## config.mk

```make
export PLATFORM = sky130hd
export DESIGN_NAME = ram_arbiter
export DESIGN_NICKNAME = d
export VERILOG_FILES = /design/src/rtl/ram_arbiter.sv
export SDC_FILE = /design/constraint.sdc
export NUM_CORES = 1
export LEC_CHECK = 0
export BUFFER_PORTS_ARGS = -buffer_cell sky130_fd_sc_hd__buf_2
export CAP_MARGIN = 25
export CORE_ASPECT_RATIO = 1.25
export CORE_UTILIZATION = 45
export CTS_CLUSTER_SIZE = 25
export DETAILED_ROUTE_END_ITERATION = 16
export GPL_ROUTABILITY_DRIVEN = 0
export GPL_TIMING_DRIVEN = 0
export PLACE_DENSITY = 0.8
export SLEW_MARGIN = 20
export SYNTH_ARGS = -nofsm -noshare
export SYNTH_HDL_FRONTEND = slang
export SYNTH_SLANG_ARGS = --single-unit
export TNS_END_PERCENT = 100
```

## constraint.sdc

```tcl
create_clock -name clk -period 1.73 [get_ports clk]
set_clock_uncertainty 0.1 [all_clocks]
set_input_delay 0.346 -clock clk [delete_from_list [all_inputs] [get_ports clk]]
set_output_delay 0.346 -clock clk [all_outputs]
set_load 0.02 [all_outputs]
```

## src/rtl/ram_arbiter.sv

```systemverilog
// ram_arbiter: two-port round-robin arbiter in front of a single-port RAM with
// asynchronous read data. Each access takes three cycles (IDLE -> ACC -> DONE):
// the winner's request is latched in IDLE, the RAM is accessed in ACC, and the
// winner is acknowledged in DONE.
//
// Parameters
//   AW      RAM address width
//   DW      RAM data width
// Ports
//   clk         single clock, rising edge
//   rst         asynchronous active-high reset
//   req0/req1   access request, held until the matching ack
//   we0/we1     1 = write, 0 = read
//   a0/a1       access address
//   d0/d1       write data
//   gnt0/gnt1   requester owns the RAM (ACC and DONE)
//   ack0/ack1   one-cycle completion pulse (DONE)
//   rdata       read result, valid in the ack cycle, held until the next access
//   ram_we      RAM write enable (ACC only, for a latched write)
//   ram_a       RAM address
//   ram_d       RAM write data
//   ram_spo     RAM asynchronous read data for ram_a
module ram_arbiter #(
  parameter int unsigned AW = 4,
  parameter int unsigned DW = 8
) (
  input  logic          clk,
  input  logic          rst,
  input  logic          req0,
  input  logic          req1,
  input  logic          we0,
  input  logic          we1,
  input  logic [AW-1:0] a0,
  input  logic [AW-1:0] a1,
  input  logic [DW-1:0] d0,
  input  logic [DW-1:0] d1,
  output logic          gnt0,
  output logic          gnt1,
  output logic          ack0,
  output logic          ack1,
  output logic [DW-1:0] rdata,
  output logic          ram_we,
  output logic [AW-1:0] ram_a,
  output logic [DW-1:0] ram_d,
  input  logic [DW-1:0] ram_spo
);

  typedef enum logic [1:0] {
    StIdle,
    StAcc,
    StDone
  } state_e;

  state_e state_q, state_d;

  logic          win_q, win_d;     // 0 = requester 0 owns the access, 1 = requester 1
  logic          last_q, last_d;   // requester served last, for round-robin ties
  logic          we_q, we_d;
  logic [AW-1:0] addr_q, addr_d;
  logic [DW-1:0] wdata_q, wdata_d;
  logic [DW-1:0] rdata_q, rdata_d;

  logic          any_req;
  logic          pick1;

  // Requester 1 wins when it is alone, or on a tie when requester 0 was served last.
  assign any_req = req0 | req1;
  assign pick1   = req1 & (~req0 | ~last_q);

  // ---------------------------------------------------------------------------
  // FSM: state register
  // ---------------------------------------------------------------------------
  always_ff @(posedge clk or posedge rst) begin
    if (rst) begin
      state_q <= StIdle;
    end else begin
      state_q <= state_d;
    end
  end

  // ---------------------------------------------------------------------------
  // FSM: next-state logic
  // ---------------------------------------------------------------------------
  always_comb begin
    state_d = state_q;
    unique case (state_q)
      StIdle: begin
        if (any_req) begin
          state_d = StAcc;
        end
      end
      StAcc:   state_d = StDone;
      StDone:  state_d = StIdle;
      default: state_d = StIdle;
    endcase
  end

  // ---------------------------------------------------------------------------
  // FSM: outputs (decoded from state only, so reset clears them immediately)
  // ---------------------------------------------------------------------------
  always_comb begin
    gnt0   = 1'b0;
    gnt1   = 1'b0;
    ack0   = 1'b0;
    ack1   = 1'b0;
    ram_we = 1'b0;
    unique case (state_q)
      StIdle: ;
      StAcc: begin
        gnt0   = ~win_q;
        gnt1   = win_q;
        ram_we = we_q;
      end
      StDone: begin
        gnt0 = ~win_q;
        gnt1 = win_q;
        ack0 = ~win_q;
        ack1 = win_q;
      end
      default: ;
    endcase
  end

  // ---------------------------------------------------------------------------
  // Datapath: request latch, read capture and round-robin pointer
  // ---------------------------------------------------------------------------
  always_comb begin
    win_d   = win_q;
    last_d  = last_q;
    we_d    = we_q;
    addr_d  = addr_q;
    wdata_d = wdata_q;
    rdata_d = rdata_q;
    unique case (state_q)
      StIdle: begin
        if (any_req) begin
          win_d   = pick1;
          we_d    = pick1 ? we1 : we0;
          addr_d  = pick1 ? a1  : a0;
          wdata_d = pick1 ? d1  : d0;
        end
      end
      StAcc: begin
        // Captured at the same edge as the RAM write, so a write returns the old data.
        rdata_d = ram_spo;
      end
      StDone: begin
        last_d = win_q;
      end
      default: ;
    endcase
  end

  always_ff @(posedge clk or posedge rst) begin
    if (rst) begin
      win_q   <= 1'b0;
      last_q  <= 1'b1;
      we_q    <= 1'b0;
      addr_q  <= '0;
      wdata_q <= '0;
      rdata_q <= '0;
    end else begin
      win_q   <= win_d;
      last_q  <= last_d;
      we_q    <= we_d;
      addr_q  <= addr_d;
      wdata_q <= wdata_d;
      rdata_q <= rdata_d;
    end
  end

  assign ram_a = addr_q;
  assign ram_d = wdata_q;
  assign rdata = rdata_q;

endmodule

```

==> results.md, run 1 <==
- Total grt overflow: 0
- Top delay family on crit path: flip-flops
- Failing checks: negative setup slack
- Buf/Inv on CP: 3
- Routed via count: around 1.1k
- Yosys top cell by area: dfrtp_1
- EDFF count, synth: 0
- Critical path cell sequence: inv_2, ha_2, buf_6, and2_1, buf_6
- Rel. slew slack: 70.68%
- Maxcap violations: 0
- Cells after synthesis: 112
- FFs w/ async S/R, synth: 100.0%
- N_diodes: 0
- Worst-path fanout max: 3
- # port buffers: 62
- CP max stage cell: dfrtp_1
- Area delta synth->final: 39.26%
- Antenna violations before repair: 0
- Slew Limit Fails: 0
- Clock buffer depth: 2
- DRT antenna net count: 0
- Num CTS Buffers: 3
- Worst setup slack after layout: -0.04401 ns
- Routed WL: 2692 um
- # IOs: 63
- Status: complete, but fails checks
- Synth Flop Type: dfrtp_1
- Peak Freq: 0.5637 GHz
- Worst EP arrival: 1.33 ns
- Worst hold path class: input pin to flip-flop
- Placed instance area: 0.001605 mm2
- Final Core Density: 65.72%
- Cell Area, Synth: 0.001252 mm2
- Seq cells post-synth: 25
- Nature of the critical path endpoint: output port
- CP Depth: 5
- Core footprint: 0.002654 mm2
- Clock latency at the later pin of the worst-skew pair: 0.30 ns
- CTS tree: done
- First-pass GRT wire length: about 4000 um
- Cell Pwr Density: 1838 mW/mm2
- Layout cells sized above 1: 62.16%
- CP max stage delay: 0.42 ns
- # rows: 21
- Synthesized net count: 154
- Critical path class: flip-flop to output port
- Post-synth top area share: 47.95%
- Total GRT Usage: 17.54%
- CTS sink cnt: 25
- Ranking of synthesized cells by area: dfrtp_1 (48%), a21oi_2 (13%), mux2_2 (9.0%)
- CTS H-Tree Depth: 1
- Peak supply drop: 1.024 mV
- Die H: between 60 and 70 um
- Final Instance Area: 0.001744 mm2
- P_leak: 0.8421 nW
- Min Clock Period, post-route: 1.774 ns
- Mean Syn Cell Area: 11.18 um2
- Most used cell along the critical path: buf_6
- DRC viols: 0
- Router iterations before antenna repair: 6
- Final Hold Viols: 0
- R2R depth: 5
- Largest net degree at the start of global routing: 26
- Unique masters post-synth: 21
- Seq/Total Area, Yosys: 50.05%
- Die area: between 0.002 and 0.003 mm2
- Final period utilization: 102.5%
- RSZ-0062 raised after global routing: yes
- Routed len/inst: about 12 um
- Depth of the worst hold-timing path: 3
- Final HPWL DP: 2051 um
- # setup viols final: 5
- Worst-path clk slew: 0.13 ns
- Vias per cell: 4.886
- Initial Util: 47.19%
- Yosys Warn Count: 0
- Final nets: around 230
- DRT iter0 DRCs: 14
- Vias in the first global route: 948
- CP required: 1.28 ns
- Worst slew pin tran: 0.4393 ns
- Place WS: approximately 0.14 ns
- Die Span X: between 40 and 50 um
- Clock root cell: clkbuf_4
- CP startpoint kind: flip-flop
## cell usage after synthesis, types with 2 or more instances
library cell,instances
a21oi_1,8
a21oi_2,18
and2_1,3
buf_6,2
dfrtp_1,24
ha_1,4
inv_1,3
mux2_2,10
nand2_1,14
nor2_1,14
nor2b_1,2
## what timing repair did
action,CTS,global route
endpoints found under the setup margin,5,5
gates cloned,0,0
pin swaps,1,0
hold buffers,0,1
gates resized for setup,15,1
setup buffers,4,1
endpoints found under the hold margin,0,8
## worst paths after layout
check | from | to | slack, ns
hold / removal | a0[1] | ram_a[1] | 0.16
max in group asynchronous | rst | state_q[0] | 0.62
setup reg to reg | state_q[1] | rdata[7] | 0.25
hold reg to reg | rdata[5] | rdata[5] | 0.42
min in group asynchronous | rst | ram_d[2] | 0.47
setup / recovery | state_q[1] | ram_we | -0.04
## sequential cells by signal, indices dropped and copies added, names as in the netlist
| register | count |
|---|---|
| win_q | 1 |
| ram_a | 4 |
| we_q | 1 |
| state_q | 2 |
| rdata | 8 |
| last_q | 1 |
| ram_d | 8 |
## tightest hold or removal path, stage by stage
cell,delay (ns)
buf_2,0.10
nand2_1,0.04
a21oi_1,0.05
## cell type report
type                    count  area [um2]
well taps                  34       42.54
clock buffers               4       26.28
flip-flops and latches     25       626.9
plain buffers               5       61.31
multi-input cells          79       579.3
repair buffers             69       396.6
inverters                   3       11.26
fillers                   231       909.6
## logic make-up after synthesis
family | share of synthesized area, %
flops | 50.05
buf+inv | 5.294
compound gates | 20.78
fa+ha+maj | 3.996
mux | 8.991
simple gates | 10.89
## report_power, final
part	internal, mW	switching (mW)	leakage [nW]
Clock	0.0898	0.161	0.0150
Combinational	0.874	1.03	0.541
Sequential	0.889	0.165	0.286
Total	1.85	1.35	0.842
## cells in the final DEF, fill, tap and decap left out, types with 2 or more instances in the layout
cell / synthesis / routed
buf_2: 1 / 57
dfrtp_1: 24 / 24
a21oi_2: 18 / 18
nand2_1: 14 / 14
nor2_1: 14 / 14
mux2_2: 10 / 10
buf_4: 1 / 8
a21oi_1: 8 / 8
buf_6: 2 / 6
clkbuf_4: 0 / 3
inv_2: 0 / 2
and2_1: 3 / 2
nor2b_1: 2 / 2
ha_2: 0 / 2
## metal layers
metal / wire length, um / up-vias / GRT usage, %
met3: 126 / 2 / 2.005
met1: 1047 / 506 / 19.75
met5: 0 / - / 0
met2: 1495 / 39 / 34.25
met4: 23 / 0 / 6.303
li1: - / 523 / -
## through the flow
step                power (mW)  instances  hold slack (ns)  setup TNS (ns)
floorplan                2.266        112           0.2726               0
global placement         2.702        208           0.3828               0
detailed placement       2.776        208           0.3923               0
CTS                      3.216        216           0.1502         -0.1644
global route             3.434        219           0.1442         -0.5216
finish                   3.206        219           0.1591         -0.1759
No activity file was read; power rests on OpenSTA's default activity.
==> run 2: changes to the inputs <==
==> constraint.sdc (replaced) <==
create_clock -name clk -period 1.7 [get_ports clk]
set_clock_uncertainty 0.1 [all_clocks]
set_input_delay 0.085 -clock clk [delete_from_list [all_inputs] [get_ports clk]]
set_output_delay 0.085 -clock clk [all_outputs]
set_load 0.02 [all_outputs]
==> run 2 against run 1 <==
Compared with the run above:
- the run now ends clean
- clock power increased by 6%
- via count increased by 16%
- first-iteration DRC count increased to 2.8 times the previous value
- hold slack got worse by 0.11 ns
- setup slack improved by 0.11 ns
- power increased by 0.62%
- sequential share of layout area decreased by 4.6 points
- combinational power about the same
- register-to-register slack got worse by 0.08 ns
- non-clock buffer count increased by 30
==> results.md, run 2 (same netlist as run 1, synthesis figures left out) <==
- Status: complete, no violations
- Largest net degree at the start of global routing: 26
- Design Power: 3.226 mW
- CP max stage cell: dfrtp_1
- Router iterations before antenna repair: 4
- Worst EP arrival: about 1.5 ns
- Clock root cell: clkbuf_4
- Fillers: 174
- Peak Freq: roughly 0.6 GHz
- Most frequent cells in the layout: buf_2 (62), dlygate4sd3_1 (35), dfrtp_1 (24)
- Clock latency at the later pin of the worst-skew pair: a little over 0.3 ns
- N_diodes: 0
- # setup viols final: 0
- Die Span X: 49.19 um
- Final nets: between 200 and 300
- CTS tree: done
- Place WS: 0.1960 ns
- Critical path class: flip-flop to output port
- Routed WL: 3793 um
- Final Hold Viols: 0
- Core footprint: 0.002654 mm2
- Vias in the first global route: 1268
- Die H: between 60 and 70 um
- Buf/Inv on CP: 3
- CP required: 1.51 ns
- Total GRT Usage: 25.03%
- Min Clock Period, post-route: 1.634 ns
- DRT iter0 DRCs: 39
- Final Core Density: 75.48%
- Layout cells sized above 1: 49.30%
- CP max stage delay: 0.43 ns
- Routed len/inst: 15.23 um
- # port buffers: 62
- DRT antenna net count: 0
- P_leak: about 0.96 nW
- Worst-path clk slew: 0.13 ns
- Commonest non-fill, non-tap cell in the layout: buf_2
- Total grt overflow: 0
- Worst setup slack after layout: 0.06608 ns
- Worst hold path class: input pin to flip-flop
- Final HPWL DP: ~2000 um
- Slew Limit Fails: 0
- Final period utilization: 96.11%
- DRC viols: 0
- Clock buffer depth: 2
- CP startpoint kind: flip-flop
- Antenna violations before repair: 0
- Num CTS Buffers: 3
- Worst-path fanout max: 9
- Initial Util: 47.19%
- Peak supply drop: approximately 1.3 mV
- Critical path cell sequence: inv_2, ha_1, buf_4, and2_1, buf_2
- CTS H-Tree Depth: 1
- Vias per cell: 5.004
- Maxcap violations: 0
- CTS sink cnt: 25
- Routed via count: 1246
- Setup_tns: 0 ns
- Top delay family on crit path: flip-flops
- Rel. slew slack: between 60% and 70%
- Area delta synth->final: 59.94%
- Die area: 0.003000 mm2
- Worst slew pin tran: roughly 0.5 ns
- # IOs: 63
- Cell Pwr Density: 1610 mW/mm2
- # rows: 21
- DP Cell Count: 208
- Nature of the critical path endpoint: output port
- First-pass GRT wire length: approximately 5500 um
- Fin cells: 249
-- run 2: through the flow --
step | area [um2] | hold WS, ns
floorplan | 1252 | 0.01158
global placement | 1605 | 0.2190
detailed placement | 1605 | 0.2246
CTS | 1984 | 0.05141
global route | 2003 | 0.08114
finish | 2003 | 0.04943
-- run 2: metal layers --
| layer | up-vias | GRT usage (%) | part of all wire [%] | routed length, um |
|---|---|---|---|---|
| li1 | 580 | - | - | - |
| met1 | 601 | 24.60 | 36 | 1375 |
| met2 | 53 | 51.86 | 56 | 2131 |
| met3 | 12 | 2.256 | 3.7 | 141 |
| met4 | 0 | 13.03 | 3.8 | 144 |
| met5 | - | 0 | 0 | 0 |
-- run 2: worst paths after layout --
path | start | endpoint | slack [ns] | cells after the start
min in group asynchronous | rst | rdata[1] | 0.23 | 3
hold reg to reg | rdata[5] | rdata[5] | 0.42 | 1
max in group asynchronous | rst | last_q | 0.70 | 4
setup reg to reg | state_q[0] | ram_d[6] | 0.17 | 6
setup / recovery | state_q[1] | ram_we | 0.07 | 5
hold / removal | req1 | state_q[0] | 0.05 | 3
-- run 2: worst register-to-register path: stages, from the launching register on --
cell and delay [ns]:
dfrtp_1 0.43, inv_1 0.11, ha_1 0.26, o21ai_2 0.13, buf_6 0.18, a21oi_2 0.15, a21oi_2 0.08
-- run 2: area by class of cell --
cell class	count	area [um2]	share of cell area (%)
multi-input combinational	79	559.3	27.92
timing repair buffer	99	679.4	33.92
inverter	3	11.26	0.5621
sequential	25	626.9	31.29
clock buffer	4	26.28	1.312
tap	34	42.54	2.124
buffer	5	57.56	2.873
-- run 2: power by group --
part           internal [mW]  switching (mW)
logic                  0.790            1.08
clock network         0.0916           0.173
registers              0.905           0.189
-- run 2: what timing repair did --
action / in CTS / in global routing
hold buffers: 35 / 0
resized for setup: 1 / 1
endpoints found under the setup margin: 1 / 1
hold endpoints to repair: 45 / 0
buffers inserted: 0 / 1
==> run 3: changes to the inputs <==
--- a/config.mk
+++ b/config.mk
@@ -5,10 +5,11 @@
 export SDC_FILE = /design/constraint.sdc
 export NUM_CORES = 1
 export LEC_CHECK = 0
+export ABC_AREA = 1
 export BUFFER_PORTS_ARGS = -buffer_cell sky130_fd_sc_hd__buf_2
 export CAP_MARGIN = 25
 export CORE_ASPECT_RATIO = 1.25
-export CORE_UTILIZATION = 45
+export CORE_UTILIZATION = 46
 export CTS_CLUSTER_SIZE = 25
 export DETAILED_ROUTE_END_ITERATION = 16
 export GPL_ROUTABILITY_DRIVEN = 0
==> run 3 against run 2 <==
Compared with the run above:
- the run now ends with negative hold slack left
- core utilization decreased by 0.76 points
- critical path depth increased by 1
- routed wire length decreased by 21%
- final area grew 1.9%
- via count increased by 5.5%
- first-iteration DRC count rose by 10%
- setup slack better by 0.037 ns
- power decreased by 7.1%
- critical path type unchanged
- synthesized cell count is 46% higher
- sequential share of layout area down 0.59 points
- largest cell class unchanged
- global-route usage shrank 4.3 points
- hold slack lost 0.051 ns
==> results.md, run 3 <==
- Worst slew pin tran: around 0.29 ns
- Sw Ratio: 44.00%
- Hold slack: -0.001964 ns
- DRT iter0 DRCs: 43
- Ranking of synthesized cells by area: dfrtp_1 (45%), nand2_1 (13%), nand3_1 (10%)
- CP startpoint kind: flip-flop
- Synthesized net count: between 200 and 250
- Top delay family on crit path: buffers and inverters
- Buf/Inv on CP: 4
- N_diodes: 0
- Vias per cell: 4.485
- Worst EP arrival: between 1 and 1.5 ns
- Synth Flop Type: dfrtp_1
- Die H: 62.29 um
- Cell Int Power: 1.678 mW
- CP required: between 1.5 and 2 ns
- First-pass GRT wire length: roughly 5000 um
- Status: complete, but fails checks
- Min Clock Period, post-route: ~1.6 ns
- FFs w/ async S/R, synth: 100.0%
- Final HPWL DP: around 2000 um
- Router iterations before antenna repair: 4
- Unique masters post-synth: 17
- # IOs: 63
- Cells after synthesis: 163
- # setup viols final: 0
- Gate power share: 56.1%
- Setup Fix Bufs, Post-CTS: 0
- Critical path class: flip-flop to output port
- Yosys top cell by area: dfrtp_1
- CP max stage delay: 0.41 ns
- Maxcap violations: 0
- Routed via count: 1314
- Total GRT Usage: 20.71%
- Vias in the first global route: 1236
- RSZ-0062 raised after global routing: no
- Nature of the critical path endpoint: output port
- Seq cells post-synth: 25
- Cell Pwr Density: approximately 1500 mW/mm2
- EDFF count, synth: 0
- Rel. slew slack: 80.82%
- DRT antenna net count: 0
- Mean Syn Cell Area: 8.206 um2
- Final period utilization: about 94%
- # port buffers: 61
- CTS H-Tree Depth: 1
- Peak Freq: 0.6260 GHz
- Die Span X: 50.23 um
- Final nets: approximately 300
- CP max stage cell: dfrtp_1
- Critical path cell sequence: inv_1, ha_1, buf_4, nand2_1, inv_1, buf_2
- Yosys Warn Count: 0
- Multi-input gate area: roughly 520 um2
- Area delta synth->final: 52.67%
- P_leak: 1.203 nW
- Commonest cells post-synth: nand2_1 (48), inv_1 (35), nand3_1 (27)
- Worst hold path class: input pin to flip-flop
- # rows: 21
- CTS sink cnt: 25
- Failing checks: negative hold slack
- Core footprint: 0.002733 mm2
- Commonest non-fill, non-tap cell in the layout: buf_2
- Num CTS Buffers: 3
- Post-synth top area share: 44.90%
- Clock power share: 8.4%
- Slew Limit Fails: 0
- Seq/Total Area, Yosys: between 40% and 50%
- Worst R2R Setup Slack: 0.16 ns
- CTS tree: done
- Layout cells sized above 1: 33.20%
- Clock root cell: clkbuf_4
- Initial Util: 48.95%
- Most frequent cell after synthesis: nand2_1
- Final Hold Viols: 1
- Die area: 0.003129 mm2
- Sw power: 1.319 mW
- Cell Area, Synth: 0.001338 mm2
- Clock buffer depth: 2
- Most used cell along the critical path: inv_1
- Routed WL: 3012 um
- Total grt overflow: 0
- Fillers: 200
- Largest net degree at the start of global routing: 26
- Routed len/inst: just over 10 um
- Peak supply drop: roughly 1.0 mV
- Clock latency at the later pin of the worst-skew pair: about 0.30 ns
- Flop pwr share: 35.6%
- Setup_tns: 0 ns
- Seq. cell area: 626.9 um2
- Most frequent cells in the layout: buf_2 (63), nand2_1 (48), inv_1 (35)
- Design Power: 2.997 mW
- Antenna violations before repair: 0
- Worst-path fanout max: 9
- DRC viols: 0
- Worst-path clk slew: 0.13 ns
-- run 3: per-stage QoR --
stage | worst slack (ns) | utilization (%) | area (um2) | instances
after floorplan | 0.3216 | - | 1338 | 163
after global placement | 0.2008 | 61.68 | 1685 | 258
after detailed placement | 0.1698 | 61.68 | 1685 | 258
after CTS | 0.04669 | 73.63 | 2012 | 292
after global routing | 0.005177 | 74.73 | 2042 | 293
final | 0.1027 | 74.73 | 2042 | 293
-- run 3: timing repair --
item,CTS,global route
endpoints found under the hold margin,46,0
endpoints found under the setup margin,0,1
hold buffers,30,0
resized for setup,0,2
-- run 3: worst reg2reg max path, delay by kind of cell, from the launching register on --
family,cells,cell delay (ns)
buffers and inverters,4,0.43
adders and majority gates,1,0.21
and+or+nand+nor,3,0.28
DFF,1,0.42
-- run 3: routing by layer --
layer  up-vias  GRT usage [%]  share of wire [%]
met3         4          2.696                4.6
met4         0          5.000               0.73
li1        679              -                  -
met1       588          22.91                 40
met2        43          39.83                 54
met5         -              0                  0
-- run 3: path summary, 6_finish.rpt --
check / to / cells after the start / from
min in group asynchronous: ram_a[3] / 3 / rst
min reg2reg: last_q / 2 / last_q
max: ram_we / 6 / state_q[1]
max in group asynchronous: last_q / 4 / rst
max reg2reg: ram_d[7] / 8 / state_q[0]
min: ram_d[1] / 5 / d1[1]
-- run 3: kinds of logic after synthesis --
kind of cell	synth area share, %
fa+ha+maj	3.742
simple gates	27.41
compound gates	0.7476
buf+inv	14.50
mux	6.736
flops	46.87
-- run 3: power by group through the flow --
stage / logic (mW) / clock network, mW / registers, mW
after floorplan: 0.836 / 0 / 1.37
after global placement: 1.59 / 0 / 1.06
after detailed placement: 1.62 / 0 / 1.07
after CTS: 1.67 / 0.258 / 1.06
after global routing: 1.85 / 0.286 / 1.11
final: 1.68 / 0.250 / 1.07
-- run 3: area by class of cell --
cell class                      count  area share (%)
Timing Repair Buffer               92           31.00
Clock buffer                        4           1.287
Tap cell                           34           2.083
Multi-Input combinational cell     95           25.31
Buffer                              7           2.880
Inverter                           36           6.740
Sequential cell                    25           30.70
